**src/rtl/uart_pkg.sv**
```systemverilog
// rtl/uart_pkg.sv - shared UART types, constants and helpers (PARITY state exists only with UART_TX_PARITY_EN)
package uart_pkg;

  localparam int UART_DATA_W               = 8;
  localparam int UART_STOP_BITS            = 1;
  localparam int UART_CLKS_PER_BIT_DEFAULT = 5208;

  // Serializer FSM states; the PARITY encoding is absent in the 8N1 build
  typedef enum logic [2:0] {
    ST_IDLE   = 3'd0,
    ST_START  = 3'd1,
    ST_DATA   = 3'd2,
`ifdef UART_TX_PARITY_EN
    ST_PARITY = 3'd3,
`endif
    ST_STOP   = 3'd4
  } uart_state_e;

  // Ceiling log2, evaluated at elaboration for counter widths
  function automatic int uart_clog2(input int value);
    int result;
    int v;
    result = 0;
    v      = value - 1;
    while (v > 0) begin
      result = result + 1;
      v      = v >> 1;
    end
    return result;
  endfunction

endpackage

```
**src/rtl/uart_tx_serializer.sv**
```systemverilog
// rtl/uart_tx_serializer.sv - frame serializer: start, 8 data bits LSB first, optional even parity (UART_TX_PARITY_EN), stop
module uart_tx_serializer
  import uart_pkg::*;
#(
  parameter int CLKS_PER_BIT = UART_CLKS_PER_BIT_DEFAULT
) (
  input  logic                   clk_i,
  input  logic                   rst_i,
  input  logic                   load_i,
  input  logic [UART_DATA_W-1:0] data_i,
  output logic                   busy_o,
  output logic                   txd_o
);

  localparam int                BAUD_W    = uart_clog2(CLKS_PER_BIT);
  localparam logic [BAUD_W-1:0] BAUD_LAST = BAUD_W'(CLKS_PER_BIT - 1);
  localparam logic [2:0]        BIT_LAST  = 3'(UART_DATA_W - 1);
  localparam logic [2:0]        STOP_LAST = 3'(UART_STOP_BITS - 1);

  uart_state_e            state_q;
  logic [BAUD_W-1:0]      baud_q;
  logic [2:0]             bit_q;
  logic [UART_DATA_W-1:0] shift_q;
  logic                   txd_q;
  logic                   busy_q;
  logic                   baud_done;
`ifdef UART_TX_PARITY_EN
  logic                   parity_q;
`endif

  assign baud_done = (baud_q == BAUD_LAST);
  assign txd_o     = txd_q;
  assign busy_o    = busy_q;

  // Frame FSM; the line level is registered so it changes only on state/bit boundaries
  always_ff @(posedge clk_i or posedge rst_i) begin
    if (rst_i) begin
      state_q  <= ST_IDLE;
      baud_q   <= '0;
      bit_q    <= '0;
      shift_q  <= '0;
      txd_q    <= 1'b1;
      busy_q   <= 1'b0;
`ifdef UART_TX_PARITY_EN
      parity_q <= 1'b0;
`endif
    end else begin
      case (state_q)
        ST_IDLE: begin
          if (load_i) begin
            state_q  <= ST_START;
            shift_q  <= data_i;
            baud_q   <= '0;
            bit_q    <= '0;
            txd_q    <= 1'b0;
            busy_q   <= 1'b1;
`ifdef UART_TX_PARITY_EN
            parity_q <= ^data_i;
`endif
          end
        end

        ST_START: begin
          if (baud_done) begin
            baud_q  <= '0;
            bit_q   <= '0;
            state_q <= ST_DATA;
            txd_q   <= shift_q[0];
            shift_q <= shift_q >> 1;
          end else begin
            baud_q <= baud_q + 1'b1;
          end
        end

        ST_DATA: begin
          if (baud_done) begin
            baud_q <= '0;
            if (bit_q == BIT_LAST) begin
              bit_q   <= '0;
`ifdef UART_TX_PARITY_EN
              state_q <= ST_PARITY;
              txd_q   <= parity_q;
`else
              state_q <= ST_STOP;
              txd_q   <= 1'b1;
`endif
            end else begin
              bit_q   <= bit_q + 1'b1;
              txd_q   <= shift_q[0];
              shift_q <= shift_q >> 1;
            end
          end else begin
            baud_q <= baud_q + 1'b1;
          end
        end

`ifdef UART_TX_PARITY_EN
        ST_PARITY: begin
          if (baud_done) begin
            baud_q  <= '0;
            bit_q   <= '0;
            state_q <= ST_STOP;
            txd_q   <= 1'b1;
          end else begin
            baud_q <= baud_q + 1'b1;
          end
        end
`endif

        ST_STOP: begin
          if (baud_done) begin
            baud_q <= '0;
            if (bit_q == STOP_LAST) begin
              bit_q   <= '0;
              state_q <= ST_IDLE;
              busy_q  <= 1'b0;
            end else begin
              bit_q <= bit_q + 1'b1;
            end
            txd_q <= 1'b1;
          end else begin
            baud_q <= baud_q + 1'b1;
          end
        end

        default: begin
          state_q <= ST_IDLE;
          baud_q  <= '0;
          bit_q   <= '0;
          txd_q   <= 1'b1;
          busy_q  <= 1'b0;
        end
      endcase
    end
  end

endmodule

```
**src/rtl/uart_tx_arbiter.sv**
```systemverilog
// rtl/uart_tx_arbiter.sv - round-robin arbiter sharing one UART transmitter among NUM_REQ byte producers (parity via UART_TX_PARITY_EN)
module uart_tx_arbiter
  import uart_pkg::*;
#(
  parameter int NUM_REQ      = 4,
  parameter int CLKS_PER_BIT = UART_CLKS_PER_BIT_DEFAULT,
  parameter int REQ_ID_W     = 2
) (
  input  logic                           clk_i,
  input  logic                           rst_i,
  input  logic [NUM_REQ-1:0]             req_valid_i,
  input  logic [UART_DATA_W*NUM_REQ-1:0] req_data_i,
  output logic [NUM_REQ-1:0]             req_ready_o,
  output logic [REQ_ID_W-1:0]            grant_id_o,
  output logic                           busy_o,
  output logic                           TXD_o
);

  logic [REQ_ID_W-1:0]    ptr_q, ptr_d;
  logic [REQ_ID_W-1:0]    grant_q, grant_d;
  logic [REQ_ID_W-1:0]    win_id;
  logic [NUM_REQ-1:0]     win_oh;
  logic [UART_DATA_W-1:0] win_byte;
  logic                   win_vld;
  logic                   load;
  logic                   busy;
  int                     cand;

  // Winner search: visit requesters in order of distance from the pointer, wrapping at NUM_REQ
  always_comb begin
    win_vld  = 1'b0;
    win_id   = '0;
    win_oh   = '0;
    win_byte = '0;
    cand     = 0;
    for (int k = 0; k < NUM_REQ; k++) begin
      cand = int'(ptr_q) + k;
      if (cand >= NUM_REQ) begin
        cand = cand - NUM_REQ;
      end
      for (int i = 0; i < NUM_REQ; i++) begin
        if (!win_vld && (cand == i) && req_valid_i[i]) begin
          win_vld   = 1'b1;
          win_id    = REQ_ID_W'(i);
          win_oh[i] = 1'b1;
          win_byte  = req_data_i[i*UART_DATA_W +: UART_DATA_W];
        end
      end
    end
  end

  // The serializer is idle exactly when busy is low, so ready is a pure IDLE-cycle strobe
  assign load        = win_vld & ~busy;
  assign req_ready_o = busy ? '0 : win_oh;

  // Next pointer skips past the winner; grant id tracks the frame on the line and holds while idle
  always_comb begin
    ptr_d   = ptr_q;
    grant_d = grant_q;
    if (load) begin
      grant_d = win_id;
      ptr_d   = (int'(win_id) == NUM_REQ - 1) ? '0 : win_id + 1'b1;
    end
  end

  // Arbitration state registers
  always_ff @(posedge clk_i or posedge rst_i) begin
    if (rst_i) begin
      ptr_q   <= '0;
      grant_q <= '0;
    end else begin
      ptr_q   <= ptr_d;
      grant_q <= grant_d;
    end
  end

  assign grant_id_o = grant_q;
  assign busy_o     = busy;

  uart_tx_serializer #(
    .CLKS_PER_BIT (CLKS_PER_BIT)
  ) u_serializer (
    .clk_i  (clk_i),
    .rst_i  (rst_i),
    .load_i (load),
    .data_i (win_byte),
    .busy_o (busy),
    .txd_o  (TXD_o)
  );

endmodule

```
**config.mk**
```make
export PLATFORM = sky130hd
export DESIGN_NAME = uart_tx_arbiter
export DESIGN_NICKNAME = d
export VERILOG_FILES = /design/src/rtl/uart_pkg.sv /design/src/rtl/uart_tx_serializer.sv /design/src/rtl/uart_tx_arbiter.sv
export SDC_FILE = /design/constraint.sdc
export NUM_CORES = 1
export LEC_CHECK = 0
export BUFFER_PORTS_ARGS = -buffer_cell sky130_fd_sc_hd__buf_2
export CORE_UTILIZATION = 60
export DETAILED_ROUTE_END_ITERATION = 10
export HOLD_SLACK_MARGIN = 0.05
export PLACE_DENSITY = 0.89
export SLEW_MARGIN = 10
export SYNTH_ARGS = -nofsm -noshare
export SYNTH_HDL_FRONTEND = slang
export SYNTH_SLANG_ARGS = --single-unit
```
**constraint.sdc**
```tcl
create_clock -name clk_i -period 5.68 [get_ports clk_i]
set_input_delay 0.852 -clock clk_i [delete_from_list [all_inputs] [get_ports clk_i]]
set_output_delay 0.852 -clock clk_i [all_outputs]
set_load 0.05 [all_outputs]
```
* Yosys cells after proc, flatten, opt, wreduce, memory -nomap -nowiden
Cells that the tools add are included.
Widths: inputs -> output; s select.
** Storage, ports and cells
- Bits in registers :: 33
- Input port bits :: 38
** Operators by class
- Add/sub/neg operators :: 10
- Order comparisons :: 4
- Equality and inequality tests :: 25
- Mux-type cells :: 100
- Bitwise logic cells :: 3
- Reduce and logical (&&, ||, !) cells :: 59
** Operators with widths (number)
- $eq 32x3->1 const B :: 8
- $mux 8 :: 20
- $eq 32x2->1 const B :: 4
- $logic_not 32->1 :: 4
- $mux 32 :: 4
- $mux 1 :: 40
- $mux 3 :: 12
- $logic_and 1x1->1 :: 31
- $mux 2 :: 15
- $mux 13 :: 2
- $pmux 13 s2 :: 1
- $pmux 3 s4 :: 2
- $pmux 8 s3 :: 1
- $logic_not 1->1 :: 15
- $add 13x1->13 const B :: 1
- $eq 13x13->1 const B :: 1
- $sub 3x3->4 const B :: 3
- $ne 2x1->1 const B :: 5
- $ge 3x3->1 const B :: 3
- $reduce_and 4->1 :: 2
- $add 2x2->3 const B :: 2
- $eq 3x3->1 const B :: 2
- $logic_not 3->1 :: 2
- $reduce_and 6->1 :: 1
- 18 further kinds :: 20

* Logic depth before layout (Yosys ltp)
Gate-level depths: netlist of the first run.
- Depth in word-level cells :: 68
- Mapped depth :: 9

* Hierarchy
From an unflattened synthesis of the first run, not the netlist that was laid out.
** Unflattened totals
- Cells, all modules :: 390
- Area, all modules :: 3240.6 um2
** By module, submodules not included
- uart_tx_serializer :: times used 1, cells an instance 154, area an instance 1654.1 um2, seq. area each 726.9 um2
- uart_tx_arbiter :: times used 1, cells an instance 236, area an instance 1586.5 um2, seq. area each 100.1 um2

* Worst setup path before layout of the first run
No wires, ideal clock.
- Kind :: input port to output port
- Start :: input port req_valid_i[3]
- End :: output port req_ready_o[3]
- Data arrival time :: 2.983 ns
- Required time :: 4.828 ns
- Path slack :: 1.845 ns
- Cell stages on the path :: 4
- Path through :: buf_2 -> buf_4 -> buf_2 -> nor4b_1
** Between the ends
- Word-level cells in the longest chain between the ends :: 51
- Elaborated cells on any way between the ends :: 54
** Ends and longest elaborated chain
- start: declaration :: line uart_tx_arbiter.sv:11 : input logic [NUM_REQ-1:0] req_valid_i,
- $logic_and 1x1->1 :: line uart_tx_arbiter.sv:42 : if (!win_vld && (cand == i) && req_valid_i[i]) begin
- $mux 1 :: line uart_tx_arbiter.sv:42
- $logic_not 1->1 :: line uart_tx_arbiter.sv:42
- $logic_and 1x1->1 (2 in series) :: line uart_tx_arbiter.sv:42
- $mux 1 :: line uart_tx_arbiter.sv:42
- $logic_not 1->1 :: line uart_tx_arbiter.sv:42
- $logic_and 1x1->1 (2 in series) :: line uart_tx_arbiter.sv:42
- $mux 1 :: line uart_tx_arbiter.sv:42
- [... 31 more ...]
- $mux 1 :: line uart_tx_arbiter.sv:42
- $logic_not 1->1 :: line uart_tx_arbiter.sv:42
- $logic_and 1x1->1 (2 in series) :: line uart_tx_arbiter.sv:42
- $mux 1 :: line uart_tx_arbiter.sv:42
- $logic_not 1->1 :: line uart_tx_arbiter.sv:42
- $logic_and 1x1->1 (2 in series) :: line uart_tx_arbiter.sv:42
- $mux 1 (*) :: line uart_tx_arbiter.sv:42
- $mux 4 (*) :: line uart_tx_arbiter.sv:54 : assign req_ready_o = busy ? '0 : win_oh;
- end: declaration :: line uart_tx_arbiter.sv:13 : output logic [NUM_REQ-1:0] req_ready_o,
Mark *: on every way between the ends. The rest lies on a longest branch, timed or not.

* Worst setup path after layout of the first run
- Start :: register ptr_q[0]
- End :: output port req_ready_o[0]
** Between the ends
- Word-level cells in the longest chain between the ends :: 54
- Elaborated cells on any way between the ends :: 81
** Ends and longest elaborated chain
- start: declaration :: line uart_tx_arbiter.sv:19 : logic [REQ_ID_W-1:0] ptr_q, ptr_d;
- start signal: assignment :: line uart_tx_arbiter.sv:72 : ptr_q <= ptr_d;
- $sub 2x3->4 / $ge 2x3->1 (equally long branches) :: line uart_tx_arbiter.sv:39, uart_tx_arbiter.sv:38
- $mux 32 :: line uart_tx_arbiter.sv:38 : if (cand >= NUM_REQ) begin
- $logic_not 32->1 :: line uart_tx_arbiter.sv:42
- $logic_and 1x1->1 :: line uart_tx_arbiter.sv:42
- $mux 1 :: line uart_tx_arbiter.sv:42
- $logic_not 1->1 :: line uart_tx_arbiter.sv:42
- $logic_and 1x1->1 (2 in series) :: line uart_tx_arbiter.sv:42
- $mux 1 :: line uart_tx_arbiter.sv:42
- [... 35 more ...]
- $mux 1 :: line uart_tx_arbiter.sv:42
- $logic_not 1->1 :: line uart_tx_arbiter.sv:42
- $logic_and 1x1->1 (2 in series) :: line uart_tx_arbiter.sv:42
- $mux 1 :: line uart_tx_arbiter.sv:42
- $logic_not 1->1 :: line uart_tx_arbiter.sv:42
- $logic_and 1x1->1 (2 in series) :: line uart_tx_arbiter.sv:42
- $mux 1 (*) :: line uart_tx_arbiter.sv:42
- $mux 4 (*) :: line uart_tx_arbiter.sv:54
Marks and branches as above.

==> results of run 1 <==
-- layer usage --
metal / routed length (um) / track usage (%)
met1: 3870 / 52.2
met4: 206 / 8.60
met5: 0 / 0
met3: 1100 / 6.91
met2: 4300 / 55.5
-- cell type report --
type	count	area [sq um]
multi-input combinational	340	2100
fill	446	1460
sequential	33	827
timing repair buffer	46	233
clock buffer	7	96.3
tap	67	83.8
inverter	18	67.6
clock inverter	1	5.00
-- per-stage QoR --
step / utilization, % / instances / total power [W] / hold WS [ns] / area [sq um]
after detailed placement: 67.9 / 504 / 0.00123 / 0.478 / 3310
after global routing: 70.0 / 512 / 0.00156 / 0.513 / 3420
final: 70.0 / 512 / 0.00146 / 0.489 / 3420
after global placement: 67.9 / 504 / 0.00120 / 0.455 / 3310
after CTS: 70.0 / 512 / 0.00144 / 0.494 / 3420
after floorplan: - / 418 / 0.00105 / 0.463 / 3130
-- placed cells by master (no fill, tap or decap), types with 3 or more instances in the layout --
cell type,n
nor3b_1,3
a222oi_1,4
nor2_1,29
nand4b_1,4
o21ai_1,34
and3b_1,3
o221a_2,3
nor3_1,18
xor2_1,3
nand2_1,54
clkbuf_8,7
inv_1,17
dfrtp_1,32
nand3_1,22
o21bai_1,4
nor4b_1,3
o22ai_1,20
a31oi_1,4
nand2b_1,10
and3_1,5
a2bb2oi_1,3
and2_1,3
a21oi_1,22
ha_1,4
nand4_1,7
buf_2,45
nor2b_1,8
a22o_1,4
o21ai_0,8
o221ai_1,10
-- final timing paths --
check                              startpoint                       to  slack (ns)
hold reg to reg            u_serializer.txd_o       u_serializer.txd_o        0.49
setup / recovery                     ptr_q[0]           req_ready_o[0]        2.25
min in group asynchronous               rst_i  u_serializer.state_q[1]        0.64
setup reg to reg                     ptr_q[0]  u_serializer.shift_q[1]        2.92
hold / removal             u_serializer.txd_o       u_serializer.txd_o        0.49
max in group asynchronous               rst_i       u_serializer.txd_o        4.71
-- power by group --
| group | switching [W] | internal, W |
|---|---|---|
| sequential | 0.000123 | 0.000308 |
| clock | 0.0000846 | 0.000110 |
| combinational | 0.000534 | 0.000295 |
| total | 0.000743 | 0.000713 |
-- sequential cells by signal, summed over array words and instances (netlist names) --
| register | cells |
|---|---|
| grant_id_o | 2 |
| ptr_q | 2 |
| u_serializer.baud_q | 13 |
| u_serializer.bit_q | 3 |
| u_serializer.busy_o | 1 |
| u_serializer.shift_q | 8 |
| u_serializer.state_q | 3 |
| u_serializer.txd_o | 1 |
-- logic make-up (layout without fill, tap and decap cells) --
family / after synthesis / after routing / synth area share [%]
buf+inv: 45 / 72 / 6.39
flops: 33 / 33 / 26.4
mux: 2 / 2 / 0.640
fa+ha+maj: 4 / 4 / 1.60
xor+xnor: 3 / 3 / 0.839
compound gates: 143 / 143 / 31.8
simple gates: 188 / 188 / 32.3
-- critical path, delay by kind of cell, from the launching register on --
| kind | cells | cell delay, ns |
|---|---|---|
| DFF | 1 | 0.99 |
| and+or+nand+nor | 2 | 0.85 |
| buffers and inverters | 1 | 0.27 |
| AOI/OAI and AO/OA | 1 | 0.18 |
==> impl_metrics.ini, run 1 <==
[status]
outcome = finished clean

[clock_network]
cts-root-buf = clkbuf_8
cts.sinks = 33
cts_resized = 0
cts_hold_buf = 0
post_cts_buffers = 0
cts-htree-levels = 2
cts_tree = built
clockBufferDepth = 2
clkTransAtPathRegs_ns = 0.07
cts_made_buffers = 5
clk_latency_ns = 0.28

[floorplanning]
fp.dieW_um = 74.2
io_pins = 46
core_sq_um = 4880
die-area_sq_um = 5510
dieHeight_um = 74.2
num_rows = 25
initial_core_util_pct = 64.2

[yosys]
avgSynthCellArea_sq_um = 7.49
synth_edf_count = 0
synthTopCellsByCount = 54 x nand2_1, 34 x o21ai_1, 32 x dfrtp_1
yosysWarnings = 0
synth_top_area_cell = dfrtp_1
synth_top_area_share_pct = 25.6
postSynthCellCount = 418
synth.most_common_cell = nand2_1
synth-seq-cells = 33
syn-num-nets = 460
ys.flop_type = dfrtp_1
synth_area_leaders = dfrtp_1 26%, nand2_1 6.5%, o21ai_1 5.4%
synth_cell_type_count = 67
ys_async_sr_fraction_pct = 100
syn_area_sq_um = 3130
ys_seq_area_share_pct = 26.4

[sta]
setup_tns_ns = 0
rsz0062_at_grt = no
fin_crit_ns = 3.43
clock_skew_ns = 0.00807
setup_ws_ns = 2.25
worstMarginPinSlew_ns = 0.982
finalSetupViolations = 0
maxSlewHeadroom_pct = 34.5
drv_slew = 0
hold_viol_final = 0
period_share_pct = 60.3
max_freq_ghz = 0.292

[critical_path]
crit_chain = nor4b_2 > nand2_1 > a21oi_1 > buf_2
startpoint_type = flop
cp_slowest_cell = dfrtp_1
crit_fanout = 34
cp-end-kind = primary output
reg2reg_depth = 5
worst-setup-path-type = reg -> out
worstPathArrival_ns = 2.57
max_stage_delay_ns = 0.99
crit_required_ns = 4.83

[hold_path]
whs_path_depth = 2
hold_class = reg -> reg

[layout]
drive_above_1_share_pct = 15.5
antennaDiodeCount = 0
final_nets = 486
syn2layout_area_growth_pct = 9.11

[routing]
wire_per_inst_um = 18.5
first_pass_iters = 6
route.antenna.remaining_nets = 0
drc = 0
routed_wl_mm = 9.48
route.vias.total = 3574
drt_iter0_markers = 564
drt-vias-per-instance = 6.98

[grt]
grt-ovfl-total = 0
grt_max_degree = 35
first_global_vias = 3122
grt_usage_pct = 36.0
grt_pass1_wl_mm = 15.4
antenna_found_initial = 0

[power_and_ir_drop]
irDropWorstVdd_mv = 0.434
power_per_cell_area_nw_per_um2 = 426
p_leak_nw = 1.42

[placement]
dp_slack_ns = 2.33
place_congestion = 0.980
post-dp-hpwl_mm = 6.72
io_buffer_count = 45

[run]
maxCapViolations = 0
Note: power is estimated with default switching activity, not from simulation.
==> run 2: changes to the inputs <==
--- a/config.mk
+++ b/config.mk
@@ -6,10 +6,10 @@
 export NUM_CORES = 1
 export LEC_CHECK = 0
 export BUFFER_PORTS_ARGS = -buffer_cell sky130_fd_sc_hd__buf_2
-export CORE_UTILIZATION = 60
+export CORE_UTILIZATION = 53
 export DETAILED_ROUTE_END_ITERATION = 10
 export HOLD_SLACK_MARGIN = 0.05
-export PLACE_DENSITY = 0.89
+export PLACE_DENSITY = 0.84
 export SLEW_MARGIN = 10
 export SYNTH_ARGS = -nofsm -noshare
 export SYNTH_HDL_FRONTEND = slang
==> constraint.sdc (replaced) <==
create_clock -name clk_i -period 3.15 [get_ports clk_i]
set_input_delay 0.4725 -clock clk_i [delete_from_list [all_inputs] [get_ports clk_i]]
set_output_delay 0.4725 -clock clk_i [all_outputs]
set_load 0.05 [all_outputs]
==> impl_metrics.ini, run 2 (synthesized netlist as in run 1, its figures left out) <==
[status]
outcome = finished clean

[critical_path]
crit_chain = buf_4 > nor2b_1 > nor3_1 > o22a_1 > nand2_1 > nor2b_1 > buf_2
startpoint_type = flop
cp-end-kind = primary output
reg2reg_depth = 7
cp_slowest_cell = dfrtp_1
worst-setup-path-type = reg -> out
crit_required_ns = 2.68
path_common_cell = nor2b_1
max_stage_delay_ns = 0.64
worst-path-stages = 7
cp_top_family = flip-flops
worstPathArrival_ns = 2.28
path_buf_inv = 2
crit_fanout = 20

[grt]
first_global_vias = 3153
grt-ovfl-total = 0
antenna_found_initial = 0
grt_pass1_wl_mm = 15.2
grt_max_degree = 34
grt_usage_pct = 30.9

[clock_network]
cts-htree-levels = 2
cts_tree = built
cts_hold_buf = 0
cts.sinks = 33
cts-root-buf = clkbuf_8
post_cts_buffers = 0
clkTransAtPathRegs_ns = 0.07
clockBufferDepth = 2
cts_made_buffers = 5
clk_latency_ns = 0.28
cts_resized = 0

[layout]
final_nets = 492
syn2layout_area_growth_pct = 11.2
mostFrequentLayoutCell = nand2_1
top_regs = u_serializer.baud_q: 13 flops, u_serializer.shift_q: 8 flops
register_area_sq_um = 827
drive_above_1_share_pct = 16.4
multi_input_area_sq_um = 2100
regMostFlops = u_serializer.baud_q
mostFrequentLayoutCells = 54 x nand2_1, 45 x buf_2, 34 x o21ai_1
num-fill-cells = 524
largest_register_ffs = 13
antennaDiodeCount = 0

[hold_path]
hold_class = in -> async

[sta]
hold_viol_final = 0
holdWs_ns = 0.269
rsz0062_at_grt = no
maxSlewHeadroom_pct = 56.1
finalSetupViolations = 0
clock_skew_ns = 0.00605
fin_crit_ns = 2.75
drv_slew = 0
setup_tns_ns = 0
period_share_pct = 87.3
worstMarginPinSlew_ns = 0.659
max_freq_ghz = 0.364

[floorplanning]
initial_core_util_pct = 55.8
io_pins = 46
fp.dieW_um = 78.9
num_rows = 27
dieHeight_um = 78.9
die-area_sq_um = 6220
core_sq_um = 5610

[placement]
post-dp-hpwl_mm = 6.87
io_buffer_count = 45
place_congestion = 1.01

[routing]
routed_wl_mm = 9.33
drt_iter0_markers = 389
route.vias.total = 3550
drt-vias-per-instance = 6.79
wire_per_inst_um = 17.8
first_pass_iters = 7
route.antenna.remaining_nets = 0
drc = 0

[power_and_ir_drop]
irDropWorstVdd_mv = 0.754
power_per_cell_area_nw_per_um2 = 778
p_leak_nw = 1.46

[run]
maxCapViolations = 0
run 2: cell types whose count changed in the layout (fill, tap and decap cells not counted), sizes merged:
cell / previous run / this run
buf: 46 / 52
bufinv: 0 / 1
clkinv: 1 / 0
run 2: final timing paths:
check                                   start                      end  slack [ns]
max                                  ptr_q[0]           req_ready_o[1]        0.40
min                                     rst_i   u_serializer.baud_q[8]        0.27
max reg2reg                          ptr_q[0]  u_serializer.shift_q[6]        0.68
min reg2reg                u_serializer.txd_o       u_serializer.txd_o        0.47
max in group asynchronous               rst_i       u_serializer.txd_o        2.55
min in group clk_i         u_serializer.txd_o       u_serializer.txd_o        0.47
run 2: power by group:
part / internal, W / switching [W]
registers: 0.000557 / 0.000168
logic: 0.000572 / 0.00100
clock network: 0.000258 / 0.000156
total: 0.00139 / 0.00132
run 2: layout make-up:
cell class                      count  area share, %
Clock buffer                        7           2.48
Clock inverter                      1          0.862
Inverter                           18           1.94
Multi-Input combinational cell    340           60.4
Sequential cell                    33           23.8
Tap cell                           72           2.59
Timing Repair Buffer               52           7.98
run 2: metal layers:
layer	GRT usage (%)	share of wire, %	up-vias
met5	0	0	-
met4	13.1	3.2	0
met3	5.40	11	34
met2	46.5	43	250
met1	43.6	42	1627
li1	-	-	1639
run 2: tightest hold or removal path, cell delays in order:
cell and delay (ns):
buf_2 0.09, inv_1 0.04, buf_4 0.37
run 2: per-stage QoR:
step / std cells / worst slack [ns] / total power (W) / util [%] / area, sq um
2_1_floorplan: 418 / 0.0741 / 0.00190 / - / 3130
3_3_place_gp: 515 / 0.783 / 0.00219 / 60.0 / 3370
3_5_place_dp: 515 / 0.711 / 0.00226 / 60.0 / 3370
4_1_cts: 523 / 0.450 / 0.00268 / 62.1 / 3480
5_1_grt: 523 / 0.243 / 0.00289 / 62.1 / 3480
6_report: 523 / 0.400 / 0.00271 / 62.1 / 3480
==> run 3: changes to the inputs <==
--- a/config.mk
+++ b/config.mk
@@ -5,11 +5,13 @@
 export SDC_FILE = /design/constraint.sdc
 export NUM_CORES = 1
 export LEC_CHECK = 0
+export ABC_AREA = 1
 export BUFFER_PORTS_ARGS = -buffer_cell sky130_fd_sc_hd__buf_2
 export CORE_UTILIZATION = 53
 export DETAILED_ROUTE_END_ITERATION = 10
 export HOLD_SLACK_MARGIN = 0.05
-export PLACE_DENSITY = 0.84
+export PLACE_DENSITY = 0.83
+export RECOVER_POWER = 50
 export SLEW_MARGIN = 10
 export SYNTH_ARGS = -nofsm -noshare
 export SYNTH_HDL_FRONTEND = slang
==> constraint.sdc (replaced) <==
create_clock -name clk_i -period 3.15 [get_ports clk_i]
set_input_delay 0.315 -clock clk_i [delete_from_list [all_inputs] [get_ports clk_i]]
set_output_delay 0.315 -clock clk_i [all_outputs]
set_load 0.05 [all_outputs]
==> impl_metrics.ini, run 3 <==
[yosys]
avgSynthCellArea_sq_um = 5.94
synth_top_area_share_pct = 24.0
ys_seq_area_share_pct = 24.8
synth_cell_type_count = 38
synth.most_common_cell = nand2_1
syn-num-nets = 604
postSynthCellCount = 562
synth-seq-cells = 33
yosysWarnings = 0
synth_edf_count = 0
synth_top_area_cell = dfrtp_1
ys.flop_type = dfrtp_1
ys_async_sr_fraction_pct = 100
syn_area_sq_um = 3340
synth_area_leaders = dfrtp_1 24%, nand2_1 14%, nor2_1 14%
synthTopCellsByCount = 127 x nand2_1, 121 x nor2_1, 80 x inv_1

[clock_network]
cts-htree-levels = 2
cts.sinks = 33
cts-root-buf = clkbuf_8
clockBufferDepth = 2
cts_hold_buf = 0
cts_tree = built
clk_latency_ns = 0.28
clkTransAtPathRegs_ns = 0.06
cts_made_buffers = 5

[floorplanning]
io_pins = 46
core_sq_um = 5990
fp.dieW_um = 81.4
initial_core_util_pct = 55.8
die-area_sq_um = 6620
dieHeight_um = 81.4
num_rows = 28

[sta]
clock_skew_ns = 0.00428
finalSetupViolations = 0
fin_crit_ns = 3.08
drv_slew = 34
rsz0062_at_grt = yes
hold_viol_final = 0
setup_tns_ns = 0
worstMarginPinSlew_ns = 1.73
maxSlewHeadroom_pct = -15.3
period_share_pct = 97.8
max_freq_ghz = 0.324

[layout]
regMostFlops = u_serializer.baud_q
top_regs = u_serializer.baud_q: 13 flops, u_serializer.shift_q: 8 flops
register_area_sq_um = 827
multi_input_area_sq_um = 2180
mostFrequentLayoutCell = nand2_1
drive_above_1_share_pct = 15.4
final_nets = 667
largest_register_ffs = 13
num-fill-cells = 575
syn2layout_area_growth_pct = 15.4
mostFrequentLayoutCells = 127 x nand2_1, 116 x nor2_1, 79 x inv_1
antennaDiodeCount = 0

[grt]
grt_usage_pct = 35.0
first_global_vias = 3761
antenna_found_initial = 0
grt_pass1_wl_mm = 17.5
grt_max_degree = 34
grt-ovfl-total = 0

[power_and_ir_drop]
p_sw_w = 0.00205
clkPwrFrac_pct = 8.8
irDropWorstVdd_mv = 0.494
combPwrFrac_pct = 73.1
total_power_w = 0.00360
swShare_pct = 57.0
p_seq_share_pct = 18.1
p_leak_nw = 2.02
power_per_cell_area_nw_per_um2 = 934
internal-power_w = 0.00155

[placement]
io_buffer_count = 45
post-dp-hpwl_mm = 8.13
place_congestion = 1.07

[routing]
drc = 0
drt_iter0_markers = 445
route.antenna.remaining_nets = 0
first_pass_iters = 7
route.vias.total = 4094
wire_per_inst_um = 15.7
drt-vias-per-instance = 5.85
routed_wl_mm = 11.0

[critical_path]
startpoint_type = flop
worstPathArrival_ns = 2.77
worst-setup-path-type = reg -> out
crit_required_ns = 2.83
crit_fanout = 11
cp-end-kind = primary output

[status]
outcome = complete, but fails checks
violations = capacitance limit, slew limit

[hold_path]
hold_class = reg -> reg

[run]
maxCapViolations = 1
[run 3: final timing paths]
path | start | to | slack, ns | cells past startpoint
min in group asynchronous | rst_i | u_serializer.baud_q[10] | 0.63 | 3
hold / removal | u_serializer.baud_q[6] | u_serializer.baud_q[6] | 0.48 | 2
setup reg to reg | ptr_q[0] | u_serializer.shift_q[5] | 0.28 | 18
max in group asynchronous | rst_i | u_serializer.bit_q[1] | 1.51 | 3
setup / recovery | ptr_q[1] | req_ready_o[2] | 0.07 | 14
hold reg to reg | u_serializer.baud_q[6] | u_serializer.baud_q[6] | 0.48 | 2
[run 3: power groups by stage]
| stage | registers (W) | clock network, W | logic, W |
|---|---|---|---|
| after floorplan | 0.000714 | 0 | 0.00177 |
| after global placement | 0.000647 | 0 | 0.00241 |
| after detailed placement | 0.000654 | 0 | 0.00244 |
| after CTS | 0.000646 | 0.000320 | 0.00248 |
| after global routing | 0.000663 | 0.000336 | 0.00290 |
| final | 0.000652 | 0.000316 | 0.00263 |
[run 3: per-stage QoR]
| stage | util, % | setup WS, ns | hold WS (ns) | cell area (sq um) | cells |
|---|---|---|---|---|---|
| 6_report | 64.3 | 0.0679 | 0.482 | 3850 | 700 |
| 2_1_floorplan | - | 0.168 | 0.442 | 3340 | 562 |
| 3_5_place_dp | 61.7 | 0.163 | 0.425 | 3700 | 687 |
| 5_1_grt | 64.3 | -0.0679 | 0.503 | 3850 | 700 |
| 3_3_place_gp | 61.7 | 0.206 | 0.417 | 3700 | 687 |
| 4_1_cts | 63.3 | 0.0223 | 0.128 | 3790 | 695 |
[run 3: routing by layer]
layer | vias up | part of all wire, % | global-route usage (%) | routed length (um)
met3 | 41 | 8.6 | 5.96 | 945
met1 | 1859 | 44 | 47.9 | 4830
met2 | 235 | 44 | 54.5 | 4850
met4 | 0 | 3.2 | 13.8 | 354
met5 | - | 0 | 0 | 0
li1 | 1959 | - | - | -
[run 3: critical path, cell delays in order (launching register included)]
cell and delay, ns:
dfrtp_1 0.32, buf_4 0.21, clkinvlp_4 0.16, nand3_2 0.11, nand2_2 0.07, nor2_4 0.16, nand4_4 0.14, nor2_4 0.16
nand4_1 0.24, nor2_4 0.24, nand4_1 0.16, nand4_1 0.11, nand2_1 0.08, inv_1 0.06, buf_2 0.25
[run 3: layout make-up]
class | instances | share of cell area, %
Inverter | 81 | 7.99
Multi-Input combinational cell | 440 | 56.5
Timing Repair Buffer | 64 | 9.42
Sequential cell | 33 | 21.5
Tap cell | 75 | 2.44
Clock buffer | 7 | 2.24
[run 3: what timing repair did]
action,CTS,global route
setup endpoints to repair,3,4
resized for setup,2,8
pin swaps,1,4
setup buffers,1,5
cloned,0,0
[run 3: cell families after synthesis]
logic type,Yosys count,synth area share [%]
AOI/OAI and AO/OA,48,8.09
xor gates and xnor gates,6,1.57
adders and majority gates,4,1.50
buffers and inverters,89,10.9
DFF,33,24.8
and+or+nand+nor,382,53.1
